`src/rtl/t48_int_ctrl_pkg.sv`:
```
// T48 interrupt controller shared definitions:
// machine-state codes, default vectors, FSM states.
package t48_pack;

  localparam logic [2:0] MSTATE4     = 3'b100;
  localparam logic [7:0] EXT_VEC_DEF = 8'h03;
  localparam logic [7:0] TIM_VEC_DEF = 8'h07;

  typedef enum logic [1:0] {
    IDLE = 2'd0,
    REQ  = 2'd1,
    ISR  = 2'd2
  } int_state_t;

endpackage

```
`src/rtl/t48_int_ctrl.sv`:
```
// T48 interrupt controller: TF, timer pending, /INT sampling
// and the CALL-injection request/in-service sequencing.
module t48_int_ctrl
  import t48_pack::*;
#(
  parameter logic [7:0] EXT_VEC = EXT_VEC_DEF,
  parameter logic [7:0] TIM_VEC = TIM_VEC_DEF
) (
  input  logic       clk_i,
  input  logic       res_i,
  input  logic       en_clk_i,
  input  logic [2:0] clk_mstate_i,
  input  logic       int_n_i,
  input  logic       tim_overflow_i,
  input  logic       en_tcnti_i,
  input  logic       dis_tcnti_i,
  input  logic       en_i_i,
  input  logic       dis_i_i,
  input  logic       jtf_i,
  input  logic       retr_i,
  input  logic       last_cycle_i,
  input  logic       ack_i,
  output logic       tf_o,
  output logic       int_req_o,
  output logic [7:0] int_vec_o,
  output logic       int_in_prog_o
);

  int_state_t state, state_nxt;

  logic tcnti_en, ext_en, tim_pend, int_q;
  logic src_tim;
  logic ext, tim, gone, start;

  assign ext = int_q & ext_en;
  assign tim = tim_pend;

  // Strobes of this cycle count, so the request drops one clock later.
  assign gone = src_tim ? !(tim_pend & !dis_tcnti_i)
                        : !(int_q & ext_en & !dis_i_i);

  always_ff @(posedge clk_i or posedge res_i) begin
    if (res_i) begin
      state <= IDLE;
    end else if (en_clk_i) begin
      state <= state_nxt;
    end
  end

  always_comb begin
    state_nxt = state;
    unique case (state)
      IDLE:
        if ((ext | tim) & last_cycle_i & !int_in_prog_o)
          state_nxt = REQ;
      REQ:
        if (ack_i)
          state_nxt = ISR;
        else if (gone)
          state_nxt = IDLE;
      ISR:
        if (retr_i)
          state_nxt = IDLE;
      default:
        state_nxt = IDLE;
    endcase
  end

  always_comb begin
    int_req_o     = (state == REQ);
    int_in_prog_o = (state == ISR);
  end

  assign start = (state == IDLE) && (state_nxt == REQ);

  always_ff @(posedge clk_i or posedge res_i) begin
    if (res_i) begin
      tf_o      <= 1'b0;
      tcnti_en  <= 1'b0;
      ext_en    <= 1'b0;
      tim_pend  <= 1'b0;
      int_q     <= 1'b0;
      src_tim   <= 1'b0;
      int_vec_o <= EXT_VEC;
    end else if (en_clk_i) begin
      if (clk_mstate_i == MSTATE4)
        int_q <= !int_n_i;

      if (tim_overflow_i)
        tf_o <= 1'b1;
      else if (jtf_i)
        tf_o <= 1'b0;

      if (dis_tcnti_i)
        tcnti_en <= 1'b0;
      else if (en_tcnti_i)
        tcnti_en <= 1'b1;

      if (dis_i_i)
        ext_en <= 1'b0;
      else if (en_i_i)
        ext_en <= 1'b1;

      if (dis_tcnti_i)
        tim_pend <= 1'b0;
      else if (tim_overflow_i & tcnti_en)
        tim_pend <= 1'b1;
      else if (ack_i & (state == REQ) & src_tim)
        tim_pend <= 1'b0;

      if (start) begin
        src_tim   <= !ext;
        int_vec_o <= ext ? EXT_VEC : TIM_VEC;
      end
    end
  end

endmodule
```
`config.mk`:
```
export PLATFORM = sky130hd
export DESIGN_NAME = t48_int_ctrl
export DESIGN_NICKNAME = d
export VERILOG_FILES = /design/src/rtl/t48_int_ctrl_pkg.sv /design/src/rtl/t48_int_ctrl.sv
export SDC_FILE = /design/constraint.sdc
export NUM_CORES = 1
export LEC_CHECK = 0
export BUFFER_PORTS_ARGS = -buffer_cell sky130_fd_sc_hd__buf_2
export CORE_AREA = 5 5 42 44
export CTS_CLUSTER_DIAMETER = 100
export DETAILED_ROUTE_END_ITERATION = 8
export DIE_AREA = 0 0 47 49
export PLACE_DENSITY = 0.66
export SETUP_SLACK_MARGIN = 0.02
export SLEW_MARGIN = 25
export SYNTH_ARGS = -nofsm -noshare
export SYNTH_HDL_FRONTEND = slang
export SYNTH_SLANG_ARGS = --single-unit
```
`constraint.sdc`:
```
create_clock -name clk_i -period 1.7 [get_ports clk_i]
set_input_delay 0.255 -clock clk_i [delete_from_list [all_inputs] [get_ports clk_i]]
set_output_delay 0.255 -clock clk_i [all_outputs]
set_load 0.05 [all_outputs]
```
==> run summary, run 1 <==
In this run the mean area of a mapped cell was 9.50 um2. The effective utilization at floorplan is between 30% and 40%. The hold violation total from the final report was 0. The required arrival time at the worst endpoint came out at 1.44 ns. Subtracting the final worst setup slack from the clock period gives 1.38 ns. The number of clock sinks seen by CTS is 8. After layout, the design draws a total of between 700 and 800 uW. The buffer type at the clock tree root is sky130_fd_sc_hd__clkbuf_4.

The die height came out at a little under 50 um. The diode insertion count for antenna repair is 0. After synthesis, the cell types taking the most area are sky130_fd_sc_hd__dfrtp_1, sky130_fd_sc_hd__buf_4, sky130_fd_sc_hd__a21oi_1.

After clock tree synthesis, the clock-pin slew on the worst setup and hold paths is roughly 0.050 ns. The worst path uses between 80% and 90% of the clock period. The number of warning messages in the yosys log is 0. Counting distinct cell types in the post-synthesis netlist gives 22. In this run the cell area of the synthesized design comes to 465 um2. Summed over all failing endpoints, the final setup total negative slack is 0 ns. The CTS H-tree depth is 1. The worst setup path is launched from a register. The area of the core region came out at 1400 um2. After global routing the overflow that remains totals 0. Dividing total power by cell area gives a power density of around 1300 nW/um2. The number of max-slew violations in the final report came out at 0. The final worst-path setup slack is 0.321 ns. During placement, the flow inserted port buffers numbering 19. For this design the static power due to leakage is 0.305 nW. The critical path is of the reg2out type. Setup repair after global routing left no endpoint under its margin. Detailed placement ended at an HPWL of 761 um. The insertion delay to the later sink of the worst-skew pair is around 0.24 ns. The total I/O pin count came out at 27. Across the VDD grid, the largest voltage drop is 0.000477 V.

The kind of capture point of the worst setup path is an output pin. The proportion of layout cells with a drive suffix above 1 came out at 38.2%. The top flip-flop cell by instance count after synthesis is sky130_fd_sc_hd__dfrtp_1. Counting along the longest clock path gives a buffer depth of 2.

The final net count is 86. The clock skew after layout came out at 0.000153 ns. The portion of the post-synthesis area used by sequential elements came out at 43.0%.

The commonest cells after synthesis are sky130_fd_sc_hd__buf_4, sky130_fd_sc_hd__dfrtp_1, sky130_fd_sc_hd__a21oi_1, sky130_fd_sc_hd__nand2_1, sky130_fd_sc_hd__inv_1. Based on the critical path, the design can be clocked at up to 0.725 GHz. Summed over all instances, the cell type with the most area after synthesis is sky130_fd_sc_hd__dfrtp_1. The all-layer global routing usage is 8.33%. Synthesis produced between 40 and 50 cells. The initial antenna violation count was 0. The peak fanout along the critical path is 6. After synthesis the netlist holds a flip-flop and latch count of 8. The routed layout has 376 vias. Setup violations remaining at the end of the flow were counted as 0.

The floorplan step defined a die boundary enclosing 2300 um2. The flow ran to the end, and the final reports show no timing, DRC or antenna violations. The area occupied by multi-input gates is roughly 210 um2.

The die width came out at 47 um. The fill cell instance count of the final layout is between 150 and 200. The data arrival time of the critical path is 1.12 ns. The post-detailed-routing wire length came out at 879 um. Dividing the detail-routed via count by the number of cells gives about 4.5. The remaining antenna violation count came out at 0. The clock tree from TritonCTS is built. The wire length of the first global-routing pass came out at between 1000 and 1500 um.

The reg-to-reg setup timing slack is 0.70 ns. Counting flops with an async set or reset pin after synthesis yields a share of 100%. The area share of the leading cell type in the synthesized netlist is 43.0%. The number of clock buffers inserted by TritonCTS is 3. The synthesis-to-layout area growth came out at 21.8%. Entering global routing, the biggest net connects 14 pins. The last weighted congestion value of the routability-driven placer came out at 0.683. In the routed design, unresolved DRC markers number 0. Before CTS, the worst setup slack after placement is 0.575 ns.

Summing all flip-flop and latch instances after layout gives approximately 200 um2. The final hold slack is 0.177 ns. The min-delay analysis places its worst path in the category in2reg.

The number of violations of the max-capacitance limit is 0. Row generation in the floorplan step produced 14 rows. The via count of the first global-routing pass is 372. The post-cts sizing count came out at 0. The DRC marker count from the first detailed-route iteration is 8. The number of enable flip-flop cells after synthesis came out at 0. The number of search-and-repair iterations in the first detailed-routing pass is 4. The routed length per placed instance is 10.5 um.
worst paths after layout:
path                                       from                        to  cells past startpoint
hold / removal                          int_n_i         int_q$_DFFE_PP0P_                      2
setup reg to reg           state[0]$_DFFE_PP0P_  int_vec_o[2]$_DFFE_PP0P_                      3
min in group asynchronous                 res_i          tf_o$_DFFE_PP0P_                      3
setup / recovery           state[0]$_DFFE_PP0P_             int_in_prog_o                      2
hold reg to reg                tf_o$_DFFE_PP0P_          tf_o$_DFFE_PP0P_                      1
max in group asynchronous                 res_i         int_q$_DFFE_PP0P_                      3
cell families (layout without fill, tap and decap cells):
kind of cell | count (synthesis) | after routing | synth area share (%)
AOI/OAI and AO/OA | 12 | 12 | 17.5
buffers and inverters | 12 | 26 | 16.4
DFF | 8 | 8 | 43.0
muxes | 1 | 1 | 2.15
other | 2 | 7 | 1.61
and+or+nand+nor | 14 | 14 | 19.4
report_power, final:
part | internal [mW] | switching (mW) | leakage, nW | total (mW)
combinational | 0.105 | 0.217 | 0.196 | 0.322
sequential | 0.242 | 0.0440 | 0.0960 | 0.286
clock | 0.0800 | 0.0528 | 0.0138 | 0.133
state kept, by name, summed over array words and instances, names as in the netlist:
name and cells:
state 2, ext_en 1, int_q 1, int_vec_o 1
tcnti_en 1, tf_o 1, tim 1
area by class of cell:
type | instances | share of cell area [%]
Clock buffer | 3 | 3.97
Inverter | 3 | 1.99
Multi-Input combinational cell | 34 | 36.6
Sequential cell | 8 | 35.3
Tap cell | 16 | 3.53
Timing Repair Buffer | 20 | 18.5
critical path, stage by stage (launching register included):
cell                      delay [ns]
sky130_fd_sc_hd__dfrtp_1        0.41
sky130_fd_sc_hd__and2b_2        0.22
sky130_fd_sc_hd__buf_2          0.25
per-stage QoR:
step           std cells  utilization [%]  cell area [um2]
3_5_place_dp          80             38.1              534
4_1_cts               84             40.4              567
2_1_floorplan         54                -              484
3_3_place_gp          80             38.1              534
6_report              84             40.4              567
5_1_grt               84             40.4              567
repair_timing:
item | in CTS | in global routing
hold buffers | 1 | 0
buffers inserted | 0 | 0
endpoints found under the hold margin | 8 | 0
cells in the final DEF (no fill, tap or decap), drive strengths merged:
master and n:
mux2i 1, nand2 5, inv 3, a21oi 5
and4bb 2, nand2b 1, nand4b 1, nor2 2
a22o 1, dfrtp 8, buf 19, a2bb2oi 1
and2 1, o21ai 2, dlygate4sd3 1, o221ai 1
a32oi 1, a22oi 1, clkbuf 3, conb 7
and2b 2
layer usage:
layer | global-route usage [%] | wire length [um]
met2 | 14.0 | 499
met1 | 9.55 | 350
met3 | 1.48 | 29
met5 | 0 | 0
met4 | 4.15 | 0
Note: power is estimated with default switching activity, not from simulation.
==> run 2: changes to the inputs <==
- ABC_AREA: not set -> 1
- CORE_AREA: 5 5 42 44 -> not set
- CORE_MARGIN: not set -> 5
- CORE_UTILIZATION: not set -> 38
- DIE_AREA: 0 0 47 49 -> not set
- PLACE_DENSITY: 0.66 -> 0.72
- clock period: 1.7 -> 1.2 ns (I/O delays scaled with it)
==> run 2 against run 1 <==
Compared with the run above: non-clock buffer count rose by 1; area after synthesis rose by 8.9%; clock skew rose by 0.0014 ns; sequential power is 31% higher; flip-flop and latch count stayed put; critical endpoint unchanged.
==> run summary, run 2 <==
Yosys instantiated no cell more often than sky130_fd_sc_hd__nand2_1. The total power per unit cell area came out at 1580 nW/um2 (was 1310 nW/um2). The fraction of synthesized area in multiplexers was 0% (was 2.15%).

The total I/O pin count came out at 27 (unchanged). The number of search-and-repair iterations in the first detailed-routing pass is 3 (was 4). The total grt overflow came out at 0 (unchanged).

The data arrival time of the critical path came out at 1.00 ns (was 1.12 ns). The kind of capture point of the worst setup path is an output pin (unchanged). The synthesized area per cell came out at 7.45 um2 (was 9.50 um2).

The number of warning messages in the yosys log is 0 (unchanged). The DRC violations left is 0 (unchanged). The total power is 1.01 mW (was 741 uW). The portion of the post-synthesis area used by sequential elements was 39.5% (was 43.0%).

The number of violations of the max-capacitance limit came out at 0 (unchanged). The adder and majority gate portion of the synthesized area was 0% (unchanged). The die width is 46.5 um (was 47 um). The worst reg2reg path endpoint is state[0]$_DFFE_PP0P_ (was int_vec_o[2]$_DFFE_PP0P_). The final hold slack came out at 0.116 ns (was 0.177 ns). Unrepaired setup endpoints after global routing: yes (was no).

The buffer type at the clock tree root is sky130_fd_sc_hd__clkbuf_4 (unchanged). The clock input transition at the sequential cells of the worst setup and hold paths was 0.05 ns (about the same). The detailed-routed wire length on met3 was 122 um (was 29 um). The instance count of the mapped netlist was 68 (was 49). The clock skew after layout came out at 0.00154 ns (was 0.000153 ns). The wire length of the first global-routing pass is 1560 um (was 1460 um). The peak fanout along the critical path is 3 (was 6). The area share of the leading cell type in the synthesized netlist is 39.5% (was 43.0%).

The clock tree from TritonCTS is built (unchanged). The synthesized-area fraction occupied by and/or/nand/nor cells is 22.7% (was 19.4%). The post-detailed-routing wire length is 1010 um (was 879 um). Commonest non-fill, non-tap cells in the layout: sky130_fd_sc_hd__buf_2, sky130_fd_sc_hd__nand2_1, sky130_fd_sc_hd__inv_1 (was sky130_fd_sc_hd__buf_2, sky130_fd_sc_hd__dfrtp_1, sky130_fd_sc_hd__conb_1). The via total after detailed routing came out at 439 (was 376). The final number of setup-violating endpoints is 0 (unchanged). The die height was 46.5 um (was 49 um). The maximum number of pins on one net before global-route repair was 13 (was 14). The top flip-flop cell by instance count after synthesis is sky130_fd_sc_hd__dfrtp_1 (unchanged). The time the worst path needs with I/O delays and setup is 1.18 ns. The proportion of layout cells with a drive suffix above 1 was 36.4% (was 38.2%).

The area enclosed by the die boundary came out at 2160 um2 (was 2300 um2). The endpoint with the worst hold slack is int_q$_DFFE_PP0P_ (unchanged). The kind of critical path is reg2out (unchanged). The type of element launching the critical path is a register (unchanged). The number of distinct standard cells referenced by the synthesized netlist is 16 (was 22). The post-synthesis xor/xnor area fraction is 0% (unchanged).

The estimated wirelength of the detail-placed design is 813 um (was 761 um). The area of the core region is 1280 um2 (was 1400 um2). Top post-synthesis cells by area: sky130_fd_sc_hd__dfrtp_1, sky130_fd_sc_hd__buf_4, sky130_fd_sc_hd__nand2_1 (was sky130_fd_sc_hd__dfrtp_1, sky130_fd_sc_hd__buf_4, sky130_fd_sc_hd__a21oi_1). The number of clock sinks seen by CTS is 8 (unchanged). The routed length per placed instance came out at 9.80 um (was 10.5 um). The hold path startpoint is int_n_i (unchanged). The complex-gate fraction of the synthesized area came out at 14.8% (was 17.5%). The all-layer global routing usage came out at 10.7% (was 8.33%). The launch instance of the worst register-to-register path is state[1]$_DFFE_PP0P_ (was state[0]$_DFFE_PP0P_). The met2 wire length is 449 um (was 499 um). The CTS H-tree depth came out at 1 (unchanged). The initial antenna violation count is 0 (unchanged). The effective utilization at floorplan came out at 39.4% (was 33.2%).

The cell count of the worst hold path came to 2 (unchanged). The last weighted congestion value of the routability-driven placer is 0.707 (was 0.683). The worst ir drop on vdd came to 0.000768 V (was 0.000477 V). The hold violation total from the final report came out at 0 (unchanged). Derived from the worst setup path, the maximum achievable clock frequency is roughly 0.85 GHz. The insertion delay to the later sink of the worst-skew pair is 0.25 ns (was 0.24 ns). The synthesized cell area is 507 um2 (was 465 um2). The final net count came out at 106 (was 86).

The share of the core filled with cells is 49.8% (was 40.4%). The number of clock buffers inserted by TritonCTS came to 3 (unchanged). The via count of the first global-routing pass is 396 (was 372). The reg-to-reg setup timing slack was 0.13 ns (was 0.70 ns). The remaining antenna violation count came out at 0 (unchanged). The count of cells along the worst register-to-register path came to 8 (was 3). The diode insertion count for antenna repair is 0 (unchanged).

Result of the run: finished clean (unchanged). The commonest non-fill, non-tap cell in the layout is sky130_fd_sc_hd__buf_2 (unchanged). The maximum buffer depth of the clock tree is 2 (unchanged). The number of buffer cells added on primary ports came to 19 (unchanged). The number of placement rows came out at 13 (was 14). The number of max-slew violations in the final report is 0 (unchanged). The register with the highest flop count was state (unchanged). The fraction of registers with async set or reset after synthesis was 100% (unchanged). Most used standard cells in the synthesized netlist: sky130_fd_sc_hd__nand2_1, sky130_fd_sc_hd__buf_4, sky130_fd_sc_hd__inv_1 (was sky130_fd_sc_hd__buf_4, sky130_fd_sc_hd__dfrtp_1, sky130_fd_sc_hd__a21oi_1, sky130_fd_sc_hd__nand2_1, sky130_fd_sc_hd__inv_1). The dominant combinational cell family by area after synthesis was simple AND/OR/NAND/NOR gates (unchanged). The number of enable flip-flop cells after synthesis was 0 (unchanged). The required arrival time at the worst endpoint came out at 1.02 ns (was 1.44 ns).

The number of flip-flops and latches in the synthesized netlist came out at 8 (unchanged). The leakage component of the power is 0.356 nW (was 0.305 nW). The topmost layer with routed signal wires was met4 (was met3).

The path type of the worst min-delay path is in2reg (unchanged). The biggest area consumer among synthesized cells is sky130_fd_sc_hd__dfrtp_1 (unchanged). The share of the clock period used by the worst path after layout came out at approximately 98%. The number of vias per cell was 4.26 (was 4.48). The DRC marker count from the first detailed-route iteration was 13 (was 8). The flip-flop count of the largest register after layout is 2 (unchanged).

The routed length on met1 came to 433 um (was 350 um). The synthesis-to-layout area growth came to 26.2% (was 21.8%).
## run 2: changes by cell type after synthesis, sizes merged, moves of 2 or more
cell / before / now
inv: 3 / 11
nor2: 2 / 6
a21oi: 5 / 1
o21ai: 2 / 7
and2b: 2 / 0
and4bb: 2 / 0
nand3: 0 / 5
nand2: 5 / 16
## run 2: cell families after synthesis
kind of cell / after synthesis
DFF: 8
AOI/OAI and AO/OA: 11
buffers and inverters: 20
other: 2
and+or+nand+nor: 27
## run 2: area by class of cell
| cell class | instances | area, um2 |
|---|---|---|
| fill | 126 | 646 |
| multi-input combinational | 45 | 226 |
| sequential | 8 | 201 |
| timing repair buffer | 21 | 129 |
| inverter | 11 | 41.3 |
| clock buffer | 3 | 22.5 |
| tap | 15 | 18.8 |
## run 2: worst max-delay path, stage by stage, from the launching register on
cell and delay [ns]:
sky130_fd_sc_hd__dfrtp_1 0.41, sky130_fd_sc_hd__inv_2 0.07, sky130_fd_sc_hd__nor2_4 0.11, sky130_fd_sc_hd__buf_8 0.16
## run 2: per-stage QoR
step	TNS [ns]	setup WS (ns)	instances	area, um2
finish	0	0.0193	103	639
global route	-0.00917	-0.00514	103	639
CTS	0	0.0258	103	639
detailed placement	0	0.162	98	582
global placement	0	0.180	98	582
floorplan	0	0.0345	73	536
## run 2: per-layer routing
layer / GRT usage [%] / vias to the layer above
met3: 3.13 / 2
met4: 8.52 / 0
met2: 15.7 / 20
met5: 0 / -
li1: - / 235
met1: 12.7 / 182
## run 2: worst max path at each step
stage / cells after the start / to / startpoint
detailed placement: 3 / int_req_o / state[0]$_DFFE_PP0P_
CTS: 3 / int_in_prog_o / state[1]$_DFFE_PP0P_
finish: 3 / int_in_prog_o / state[1]$_DFFE_PP0P_
global placement: 3 / int_req_o / state[0]$_DFFE_PP0P_
global route: 3 / int_in_prog_o / state[1]$_DFFE_PP0P_
floorplan: 5 / tim$_DFFE_PP0P_ / state[0]$_DFFE_PP0P_
## run 2: repair_timing
item                       CTS  global route
buffers inserted             1             0
hold buffers                 1             0
setup endpoints to repair    2             2
gates resized for setup      6             0
hold endpoints to repair     8             0
## run 2: power by group
group	switching (mW)	leakage [nW]	total (mW)	internal, mW
Sequential	0.0517	0.0980	0.376	0.324
Combinational	0.299	0.244	0.435	0.136
Clock	0.0856	0.0138	0.200	0.114
